[config.mk]
export PLATFORM = sky130hd
export DESIGN_NAME = sim_run_ctrl
export DESIGN_NICKNAME = d
export VERILOG_FILES = /design/src/rtl/sim_run_ctrl_pkg.sv /design/src/rtl/sim_run_ctrl_sat_counter.sv /design/src/rtl/sim_run_ctrl.sv
export SDC_FILE = /design/constraint.sdc
export NUM_CORES = 1
export LEC_CHECK = 0
export ABC_AREA = 0
export CORE_MARGIN = 2
export CORE_UTILIZATION = 55
export DETAILED_ROUTE_END_ITERATION = 6
export GPL_TIMING_DRIVEN = 1
export PLACE_DENSITY_LB_ADDON = 0.12
export SLEW_MARGIN = 20
export SYNTH_ARGS = -nofsm -noshare
export SYNTH_HDL_FRONTEND = slang
export SYNTH_SLANG_ARGS = --single-unit
[constraint.sdc]
create_clock -name clk -period 6 [get_ports clk]
set_input_delay 0.6 -clock clk [delete_from_list [all_inputs] [get_ports clk]]
set_output_delay 0.6 -clock clk [all_outputs]
set_load 0.03 [all_outputs]
[src/rtl/sim_run_ctrl_pkg.sv]
// run_ctrl_pkg: shared types and helpers for the simulation run controller.
//   run_state_e  : controller FSM states
//   run_status_e : end-of-run status code driven on sim_run_ctrl.status
//   popcount32 / lowest_set32 : channel-vector helpers (vectors zero-extended to 32 bits)
package run_ctrl_pkg;

  localparam int STATUS_W = 3;

  typedef enum logic [1:0] {
    RST_HOLD = 2'd0,
    RUN      = 2'd1,
    DRAIN    = 2'd2,
    DONE     = 2'd3
  } run_state_e;

  typedef enum logic [STATUS_W-1:0] {
    NONE    = 3'd0,
    PASS    = 3'd1,
    TIMEOUT = 3'd2,
    ERR_MON = 3'd3,
    ERR_MEM = 3'd4,
    STALL   = 3'd5
  } run_status_e;

  function automatic int popcount32(input logic [31:0] v);
    int n;
    n = 0;
    for (int i = 0; i < 32; i++) n = n + int'(v[i]);
    return n;
  endfunction

  // Index of the lowest set bit; 0 when no bit is set.
  function automatic int lowest_set32(input logic [31:0] v);
    int idx;
    idx = 0;
    for (int i = 31; i >= 0; i--) if (v[i]) idx = i;
    return idx;
  endfunction

endpackage

[src/rtl/sim_run_ctrl_sat_counter.sv]
// sat_counter: W-bit accumulator that saturates at all-ones.
//   clk, rst : clock, async active-high reset (clears q)
//   clr      : synchronous clear, wins over en
//   en       : add 'add' to q this cycle
//   add      : increment amount
//   q        : current count
module sat_counter #(
  parameter int W = 32
) (
  input  logic         clk,
  input  logic         rst,
  input  logic         clr,
  input  logic         en,
  input  logic [W-1:0] add,
  output logic [W-1:0] q
);

  logic [W:0] sum;
  assign sum = {1'b0, q} + {1'b0, add};

  always_ff @(posedge clk or posedge rst) begin
    if (rst)      q <= '0;
    else if (clr) q <= '0;
    else if (en)  q <= sum[W] ? '1 : sum[W-1:0];
  end

endmodule

[src/rtl/sim_run_ctrl.sv]
// sim_run_ctrl: bench run controller. Sequences the DUT reset, then supervises
// the run: halt channels, timeout, monitor/memory errors and a commit-progress
// watchdog. Ends in a sticky done with a status code.
//   clk, rst     : clock, async active-high reset (restarts the whole sequence)
//   timeout_cyc  : RUN-cycle budget, captured on entry to RUN (0 = off)
//   stall_limit  : max consecutive RUN cycles without any commit (0 = off)
//   halt, commit : per-channel halt seen / commit valid
//   mon_error, mem_error : error flags
//   dut_rst      : reset to DUT
//   running      : in RUN
//   done, status : sticky end-of-run and run_status_e code
//   halt_ch      : lowest halting channel (meaningful when status == PASS)
//   cycle_cnt    : RUN cycles elapsed (saturating)
//   commit_cnt   : total commit bits seen in RUN (saturating)
module sim_run_ctrl
  import run_ctrl_pkg::*;
#(
  parameter int NUM_CH       = 8,
  parameter int RST_CYCLES   = 2,
  parameter int CNT_W        = 32,
  parameter int DRAIN_CYCLES = 5,
  localparam int HCH_W       = (NUM_CH > 1) ? $clog2(NUM_CH) : 1
) (
  input  logic                clk,
  input  logic                rst,
  input  logic [CNT_W-1:0]    timeout_cyc,
  input  logic [CNT_W-1:0]    stall_limit,
  input  logic [NUM_CH-1:0]   halt,
  input  logic [NUM_CH-1:0]   commit,
  input  logic                mon_error,
  input  logic                mem_error,
  output logic                dut_rst,
  output logic                running,
  output logic                done,
  output logic [STATUS_W-1:0] status,
  output logic [HCH_W-1:0]    halt_ch,
  output logic [CNT_W-1:0]    cycle_cnt,
  output logic [CNT_W-1:0]    commit_cnt
);

  localparam int HOLD_W  = $clog2(RST_CYCLES + 1);
  localparam int DRAIN_W = $clog2(DRAIN_CYCLES + 1);

  run_state_e          state_q, state_d;
  logic [HOLD_W-1:0]   hold_q, hold_d;
  logic [DRAIN_W-1:0]  drain_q, drain_d;
  logic [CNT_W-1:0]    rem_q, rem_d;
  logic [STATUS_W-1:0] status_d;
  logic [HCH_W-1:0]    halt_ch_d;

  logic [CNT_W-1:0]    stall_q, stall_nxt, commit_add;
  logic                in_run, any_commit, stall_hit, tmo_hit;

  assign in_run     = (state_q == RUN);
  assign any_commit = |commit;
  assign commit_add = CNT_W'(popcount32(32'(commit)));

  // Stall length including this cycle; compared before the counter updates
  // so the limit trips on the cycle that reaches it.
  assign stall_nxt = (&stall_q) ? stall_q : stall_q + 1'b1;
  assign stall_hit = (stall_limit != '0) && !any_commit && (stall_nxt >= stall_limit);

  // rem_q is 0 when the timeout is disabled, so reaching 1 only happens when armed.
  assign tmo_hit = (rem_q == CNT_W'(1));

  sat_counter #(.W(CNT_W)) u_cycle_cnt (
    .clk(clk), .rst(rst), .clr(1'b0), .en(in_run), .add(CNT_W'(1)), .q(cycle_cnt)
  );

  sat_counter #(.W(CNT_W)) u_commit_cnt (
    .clk(clk), .rst(rst), .clr(1'b0), .en(in_run), .add(commit_add), .q(commit_cnt)
  );

  sat_counter #(.W(CNT_W)) u_stall_cnt (
    .clk(clk), .rst(rst), .clr(in_run && any_commit), .en(in_run), .add(CNT_W'(1)),
    .q(stall_q)
  );

  always_comb begin
    state_d   = state_q;
    hold_d    = hold_q;
    drain_d   = drain_q;
    rem_d     = rem_q;
    status_d  = status;
    halt_ch_d = halt_ch;
    unique case (state_q)
      RST_HOLD: begin
        if (hold_q == HOLD_W'(RST_CYCLES - 1)) begin
          state_d = RUN;
          rem_d   = timeout_cyc;
          hold_d  = '0;
        end else begin
          hold_d = hold_q + 1'b1;
        end
      end
      RUN: begin
        if (rem_q != '0) rem_d = rem_q - 1'b1;
        if (|halt) begin
          state_d   = DONE;
          status_d  = PASS;
          halt_ch_d = HCH_W'(lowest_set32(32'(halt)));
        end else if (tmo_hit) begin
          state_d  = DONE;
          status_d = TIMEOUT;
        end else if (mon_error || mem_error) begin
          state_d  = DRAIN;
          status_d = mon_error ? ERR_MON : ERR_MEM;
          drain_d  = '0;
        end else if (stall_hit) begin
          state_d  = DRAIN;
          status_d = STALL;
          drain_d  = '0;
        end
      end
      DRAIN: begin
        if (drain_q == DRAIN_W'(DRAIN_CYCLES - 1)) state_d = DONE;
        else                                       drain_d = drain_q + 1'b1;
      end
      DONE:    state_d = DONE;
      default: state_d = RST_HOLD;
    endcase
  end

  // Outputs are registered from the next state so they line up with state_q.
  always_ff @(posedge clk or posedge rst) begin
    if (rst) begin
      state_q <= RST_HOLD;
      hold_q  <= '0;
      drain_q <= '0;
      rem_q   <= '0;
      status  <= NONE;
      halt_ch <= '0;
      dut_rst <= 1'b1;
      running <= 1'b0;
      done    <= 1'b0;
    end else begin
      state_q <= state_d;
      hold_q  <= hold_d;
      drain_q <= drain_d;
      rem_q   <= rem_d;
      status  <= status_d;
      halt_ch <= halt_ch_d;
      dut_rst <= (state_d == RST_HOLD);
      running <= (state_d == RUN);
      done    <= (state_d == DONE);
    end
  end

endmodule
==> impl_metrics.ini, run 1 <==
[run_status]
status = finished, final reports clean

[layout]
diodes = 0
n_fill_cell = 1452
ff_latch_area_um2 = 3605
stdcell_count = 1505
final_net_count = 1406
area_growth_pct = 23.50
multi_input_area_um2 = 5410
finalInstanceArea_um2 = 11770
final_layout_size_suffix_gt1_share_pct = 6.094

[power]
peakVddDrop_mv = 0.2563
p_per_area_nw_per_um2 = 340.7
p_leak_nw = 5.259
p_total_mw = 4.011

[detailed_routing]
drt_iter0_markers = 546
via_count = 8635
wl_per_cell_um = 15.39
drt_wl_total_um = 23160
drc_errors = 0
first_pass_iters = 5
viasPerCell = 5.738
ant_nets = 0

[grt]
grt_start_max_net_pins = 108
grt_pass1_vias = 7849
grtUsageTotal_pct = 25.28
grt_pass1_wl_um = 37610
antenna_found_initial = 0
gr-total-overflow = 0

[cts]
cts_max_path_buffers = 2
path_clk_slew_ns = 0.06
htreeDepth = 4
clock_latency_ns = 0.42
post_cts_buffers = 0
cts_resized = 0
hold_buffers = 0
cts-root-buf = clkbuf_16
cts_inserted_buffers = 17
cts_tree = built
cts_num_sinks = 144

[synth]
seq_area_frac_synth_pct = 37.82
synthTopCellsByCount = 160 x nand2_1, 143 x dfrtp_1, 108 x a21oi_1
synth-edff-count = 0
synthTopCellsByArea = dfrtp_1 38%, ha_1 6.6%, nand2_1 6.3%
synth_cell_types = 78
synth_nets = 1276
yosys_warnings = 0
yosys_most_used_dff = dfrtp_1
postSynth.asyncResetShare_pct = 100.0
synth_top_area_cell = dfrtp_1
yosysMostFrequentCell = nand2_1
yosysTopAreaCellShare_pct = 37.54
syn_area_um2 = 9532
synthCells = 1137
syn_avg_cell_area_um2 = 8.383
synth_seq_cells = 144

[sta]
fin_crit_sh_pct = 80.69
setup_viol = 0
hold_violations = 0
fmax_ghz = 0.2065
slew_headroom_pct = 34.02
fin_crit_ns = 4.842
rsz0062_at_grt = no
setup-tns-final_ns = 0
timing.hold.ws_ns = 0.4842
slew_violations = 0
finalClockSkew_ns = 0.01244
tightestPinTransition_ns = 0.9898

[worst_setup_path]
critical_path_class = reg2reg
cp_data_arrival_time_ns = 5.19
cp-start-kind = register
endpoint_kind = register
cp_data_required_time_ns = 6.35
crit_path_max_fanout = 9

[floorplanning]
ios = 157
core-area_um2 = 17120
die_w_um = 135.6
initial_utilization_pct = 55.69
die_h_um = 135.6
num_rows = 48
dieArea_um2 = 18400

[flow_run]
maxCapViolations = 0

[placed_design]
gp_congestion = 0.8427
port_buffers = 156
dp.cells = 1473
hpwl_um = 16450
placed_cell_area_um2 = 11200

[min_path]
hold_class = reg2reg
-- through the flow --
step	utilization, %	setup WS, ns
after floorplan	-	1.535
after global placement	65.42	0.7911
after detailed placement	65.42	0.7060
after CTS	68.77	1.157
after global routing	68.77	0.7085
final	68.77	1.158
-- state kept, by name, summed over array words and instances (netlist names) --
register	flops
rem_q	32
state_q	2
running	1
u_stall_cnt.q	32
status	3
u_cycle_cnt.q	32
halt_ch	3
drain_q	3
u_commit_cnt.q	32
done	1
hold_q	2
dut_rst	1
-- worst max-delay path, stage by stage, from the launching register on --
cell	delay, ns
dfrtp_1	0.42
ha_1	0.32
and4_1	0.34
nand2_1	0.20
nor4_2	0.47
nand2_1	0.16
nor2_1	0.33
inv_2	0.17
ha_1	0.31
inv_1	0.04
ha_1	0.25
nand2b_1	0.14
a2111o_1	0.40
o2111ai_1	0.11
a311o_1	0.35
nand3_1	0.11
o31ai_1	0.46
inv_1	0.11
nor2_1	0.10
-- cells in the final DEF, fill, tap and decap left out, types with 16 or more instances in the layout --
| cell type | count |
|---|---|
| nor2_1 | 81 |
| dfrtp_1 | 143 |
| and3_1 | 20 |
| o21ai_0 | 71 |
| a21oi_1 | 108 |
| xnor2_1 | 34 |
| nand4_1 | 29 |
| nor3_1 | 22 |
| ha_1 | 49 |
| clkbuf_16 | 17 |
| xor2_1 | 33 |
| nand2_1 | 160 |
| inv_1 | 71 |
| nand3_1 | 58 |
| a31oi_1 | 16 |
| clkdlybuf4s50_1 | 156 |
-- logic make-up (layout without fill, tap and decap cells) --
family | Yosys count | in the layout | synth area share [%]
AO/OA/AOI/OAI | 272 | 272 | 17.00
XOR/XNOR | 67 | 67 | 6.157
adder cells (fa/ha/maj) | 55 | 55 | 7.614
buffers and inverters | 126 | 269 | 5.552
flip-flops | 144 | 144 | 37.82
multiplexers | 15 | 15 | 1.707
AND/OR/NAND/NOR | 458 | 458 | 24.15
-- cell type report --
class	instances	share of cell area (%)
Tap cell	225	2.392
Timing Repair Buffer	164	13.78
Inverter	73	2.370
Clock buffer	17	3.614
Sequential cell	144	30.62
Clock inverter	15	1.265
Multi-Input combinational cell	867	45.96
-- power breakdown --
group          internal [mW]  switching (mW)  leakage (nW)
sequential              1.18           0.212          1.88
combinational          0.628           0.956          3.11
clock                  0.584           0.454         0.277
total                   2.39            1.62          5.26
-- path summary, 6_finish.rpt --
path	endpoint	startpoint	cells after the start	slack [ns]
max	running	u_stall_cnt.q[0]	18	1.16
min	halt_ch[1]	halt_ch[1]	2	0.48
max reg2reg	running	u_stall_cnt.q[0]	18	1.16
min reg2reg	halt_ch[1]	halt_ch[1]	2	0.48
max in group asynchronous	u_stall_cnt.q[2]	rst	3	4.13
min in group asynchronous	u_cycle_cnt.q[10]	rst	2	0.77
-- layer usage --
layer | track usage [%] | share of wire [%] | vias up
li1 | - | - | 4312
met1 | 34.51 | 46 | 4059
met2 | 40.63 | 46 | 240
met3 | 5.836 | 6.7 | 24
met4 | 6.887 | 1.5 | 0
met5 | 0 | 0 | -
Note: power is estimated with default switching activity, not from simulation.
==> run 2: changes to the inputs <==
CORE_UTILIZATION = 49   (was 55)
clock period = 4.2 ns   (was 6 ns; I/O delays follow)
==> run 2 against run 1 <==
Clock-buffer cell count is 3 higher. Sequential cell count stayed put. Sequential share of layout area is 1.3 points lower. First-iteration DRC count is 24% lower. Setup slack worse by 0.98 ns. Clock skew is 0.0020 ns lower. Sequential power is 42% higher. Core utilization is 5.0 points lower. Non-clock buffer count is 55 higher. Die area is 12% higher. Register-to-register slack worse by 0.96 ns. Critical path type is now in2reg. Critical endpoint is now u_commit_cnt.q[28]. Largest cell class unchanged. Largest power group unchanged. Highest routed layer unchanged.
==> impl_metrics.ini, run 2 (synthesis gave the netlist of run 1 again) <==
[run_status]
status = finished, final reports clean

[layout]
multi_input_area_um2 = 5473
ff_latch_area_um2 = 3605
finalInstanceArea_um2 = 12290
area_growth_pct = 28.97
layout.cells.most_common = nand2_1
final_net_count = 1461
diodes = 0
layout_common_cells = 160 x nand2_1, 156 x clkdlybuf4s50_1, 143 x dfrtp_1
final_layout_size_suffix_gt1_share_pct = 10.64
n_fill_cell = 1699

[floorplanning]
die_h_um = 143.5
initial_utilization_pct = 49.46
core-area_um2 = 19270
dieArea_um2 = 20580
die_w_um = 143.5
num_rows = 51
ios = 157

[worst_setup_path]
cp_data_required_time_ns = 4.51
crit_path_max_fanout = 3
cp-start-kind = input port
r2r_start = u_stall_cnt.q[0]
setup.worst_path.start = commit[0]
critical_path_class = in2reg
endpoint_kind = register
cp_data_arrival_time_ns = 4.34

[cts]
cts_inserted_buffers = 17
htreeDepth = 4
path_clk_slew_ns = 0.07
cts_num_sinks = 144
cts-root-buf = clkbuf_16
hold_buffers = 0
cts_tree = built
clock_latency_ns = 0.42
cts_max_path_buffers = 2

[detailed_routing]
first_pass_iters = 6
drt_iter0_markers = 416
viasPerCell = 5.481
drc_errors = 0
wl_per_cell_um = 15.29
ant_nets = 0
via_count = 8770
drt_wl_total_um = 24470

[sta]
slew_violations = 0
hold_violations = 0
fin_ws_ns = 0.1773
fin_crit_sh_pct = 95.78
setup-tns-final_ns = 0
slew_headroom_pct = 33.41
fin_crit_ns = 4.023
setup_viol = 0
tightestPinTransition_ns = 0.9897
finalClockSkew_ns = 0.01046
fmax_ghz = 0.2486

[min_path]
hold_class = reg2reg
min-delay-start = halt_ch[0]

[placed_design]
hpwl_um = 17480
gp_congestion = 0.8140
port_buffers = 156
pre_cts_slack_ns = -0.3797
placed_cell_area_um2 = 11660

[grt]
grt_pass1_vias = 8223
grt_pass1_wl_um = 39590
gr-total-overflow = 0
grtUsageTotal_pct = 23.96
antenna_found_initial = 0
grt_start_max_net_pins = 145

[power]
peakVddDrop_mv = 0.3203
p_leak_nw = 5.548
p_total_mw = 5.784
p_per_area_nw_per_um2 = 470.5

[flow_run]
maxCapViolations = 0
## run 2: cell types whose count changed in the layout (fill, tap and decap cells not counted), sizes merged
cell / change
buf: +55
bufinv: -1
clkinvlp: +2
clkinv: -1
inv: -3
clkbuf: +3
## run 2: final cells by class
class	count	share of cell area (%)
multi-input combinational	867	44.52
sequential	144	29.32
timing repair buffer	219	16.68
clock buffer	20	3.715
tap	265	2.697
inverter	73	2.260
clock inverter	12	0.8041
## run 2: where the power goes
part	switching, mW	internal [mW]	leakage, nW
clock network	0.640	0.800	0.262
logic	1.40	0.964	3.41
registers	0.301	1.68	1.88
## run 2: metrics by stage
stage	hold slack [ns]	instances	utilization (%)
floorplan	0.4580	1137	-
global placement	0.4610	1567	60.52
detailed placement	0.4724	1567	60.52
CTS	0.4848	1599	63.43
global route	0.5091	1600	63.79
finish	0.4769	1600	63.79
## run 2: worst paths after layout
check	endpoint	cells past startpoint	slack (ns)
min reg2reg	halt_ch[0]	2	0.48
min	halt_ch[0]	2	0.48
max in group asynchronous	u_stall_cnt.q[26]	3	3.02
min in group asynchronous	rem_q[17]	3	0.50
max reg2reg	drain_q[0]	13	0.20
max	u_commit_cnt.q[28]	15	0.18
## run 2: routing by layer
layer  track usage [%]  part of all wire (%)  vias up
li1                  -                     -     4410
met1             32.27                    47     4130
met2             38.47                    46      213
met3             6.298                   6.4       17
met4             6.347                  0.98        0
met5                 0                     0        -
## run 2: critical path, cell delays in order
cell and delay (ns):
clkdlybuf4s50_1 0.45, fa_1 0.54, inv_1 0.05, fa_1 0.45, fa_1 0.49, inv_1 0.05
fa_2 0.34, fa_2 0.36, a21o_1 0.17, a21o_1 0.19, and4_1 0.21, nand2_1 0.14
nor2_1 0.08, nand4_1 0.10, mux2_2 0.33
## run 2: timing repair
action	4_1_cts	5_1_grt
endpoints found under the hold margin	0	0
setup buffers	0	1
resized for setup	1	15
gates cloned	0	0
pin swaps	1	2
endpoints found under the setup margin	2	33
==> run 3: changes to the inputs <==
CORE_MARGIN = not set   (was 2)
CTS_BUF_LIST = sky130_fd_sc_hd__clkbuf_16   (was not set)
==> run 3 against run 2 <==
Core utilization up 1.3 points. Wire length down 0.10%. Clock skew up 0.0037 ns. Sequential power about the same. Critical path depth down 2. Via count up 0.18%. Critical path type is now reg2reg. Highest routed layer unchanged.
==> impl_metrics.ini, run 3 (synthesis gave the netlist of run 1 again) <==
[layout]
post-route-util_pct = 65.09
layout.cells.most_common = nand2_1
area_growth_pct = 29.01
stdcell_count = 1593
final_layout_size_suffix_gt1_share_pct = 10.51
layout_common_cells = 159 x nand2_1, 156 x clkdlybuf4s50_1, 143 x dfrtp_1
final_net_count = 1458
finalInstanceArea_um2 = 12300

[floorplanning]
num_rows = 50
die_h_um = 141.5
ios = 157
initial_utilization_pct = 50.45
die_w_um = 141.5
core-area_um2 = 18890
dieArea_um2 = 20010

[grt]
grt_pass1_vias = 8164
antenna_found_initial = 1
grt_pass1_wl_um = 40100
grt_start_max_net_pins = 145
gr-total-overflow = 0
grtUsageTotal_pct = 25.02

[cts]
cts_inserted_buffers = 17
cts-root-buf = clkbuf_16
htreeDepth = 4
cts_max_path_buffers = 2
cts_num_sinks = 144
path_clk_slew_ns = 0.06
cts_tree = built
clock_latency_ns = 0.43
hold_buffers = 0

[sta]
slew_violations = 0
slew_headroom_pct = 44.38
tightestPinTransition_ns = 0.8344
finalClockSkew_ns = 0.01418
fin_crit_sh_pct = 96.83
timing.hold.ws_ns = 0.4858
hold_violations = 0
setup_viol = 0
fin_ws_ns = 0.1332
setup-tns-final_ns = 0
fmax_ghz = 0.2459
fin_crit_ns = 4.067

[power]
p_int_mw = 3.474
pwr-share-seq_pct = 34.0
combPwrFrac_pct = 40.6
p_sw_mw = 2.369
peakVddDrop_mv = 0.3123
p_total_mw = 5.843
p_per_area_nw_per_um2 = 475.2
power_frac_clock_pct = 25.4
p_leak_nw = 5.544
switching_share_pct = 40.54

[detailed_routing]
first_pass_iters = 5
wl_per_cell_um = 15.35
viasPerCell = 5.515
drt_iter0_markers = 503
drc_errors = 0
via_count = 8786
ant_nets = 0
drt_wl_total_um = 24450

[placed_design]
dp.cells = 1558
pre_cts_slack_ns = -0.4668
hpwl_um = 17310
port_buffers = 156
placed_cell_area_um2 = 11630
gp_congestion = 0.8871

[worst_setup_path]
cp_data_arrival_time_ns = 4.38
cp-start-kind = register
setup.worst_path.start = u_stall_cnt.q[1]
r2r_start = u_stall_cnt.q[1]
endpoint = drain_q[0]
rrSetupSlack_ns = 0.13
cp_data_required_time_ns = 4.51
crit_path_max_fanout = 5
r2r_cells = 13
endpoint_kind = register
rr_endpoint = drain_q[0]
critical_path_class = reg2reg

[min_path]
hold_class = reg2reg

[run_status]
status = finished, final reports clean

[flow_run]
maxCapViolations = 0
==> run 3: metal layers <==
| metal | track usage (%) | up-vias | wire (µm) |
|---|---|---|---|
| li1 | - | 4401 | - |
| met1 | 34.18 | 4121 | 11290 |
| met2 | 39.79 | 236 | 11300 |
| met3 | 5.400 | 28 | 1402 |
| met4 | 7.640 | 0 | 454 |
| met5 | 0 | - | 0 |
==> run 3: timing repair <==
action | in CTS | in global routing
buffers inserted | 0 | 2
gates resized for setup | 1 | 18
setup endpoints to repair | 1 | 42
pin swaps | 0 | 5
==> run 3: layout make-up <==
cell class / count / area (µm²)
inverters: 73 / 277.8
flip-flops and latches: 144 / 3605
multi-input cells: 867 / 5484
diodes: 1 / 2.502
fillers: 1633 / 6596
clock buffers: 17 / 425.4
clock inverters: 15 / 145.1
well taps: 260 / 325.3
repair buffers: 216 / 2032
==> run 3: power by group through the flow <==
stage | Clock (mW) | Sequential (mW) | Combinational, mW
after global placement | 0 | 1.99 | 2.28
after floorplan | 0 | 2.12 | 1.47
after global routing | 1.58 | 2.04 | 2.66
after CTS | 1.52 | 1.98 | 2.34
final | 1.48 | 1.99 | 2.37
after detailed placement | 0 | 2.00 | 2.32
==> run 3: worst max-delay path: stages (launching register included) <==
cell      delay (ns)
dfrtp_1         0.37
ha_2            0.21
and4_4          0.23
nand2_1         0.08
or4b_4          0.59
nor2_2          0.13
mux2_2          0.35
ha_1            0.29
nand4_1         0.13
or4_1           0.53
a311o_2         0.41
a31oi_4         0.20
o211ai_1        0.13
mux2_2          0.28
==> run 3: worst min path at each step <==
stage | cells after the start | slack [ns] | from | endpoint
after CTS | 1 | 0.49 | hold_q[0] | hold_q[0]
after global routing | 2 | 0.52 | halt_ch[0] | halt_ch[0]
after detailed placement | 1 | 0.48 | hold_q[0] | hold_q[0]
after floorplan | 1 | 0.46 | hold_q[0] | hold_q[0]
final | 1 | 0.49 | hold_q[0] | hold_q[0]
after global placement | 2 | 0.47 | halt_ch[0] | halt_ch[0]
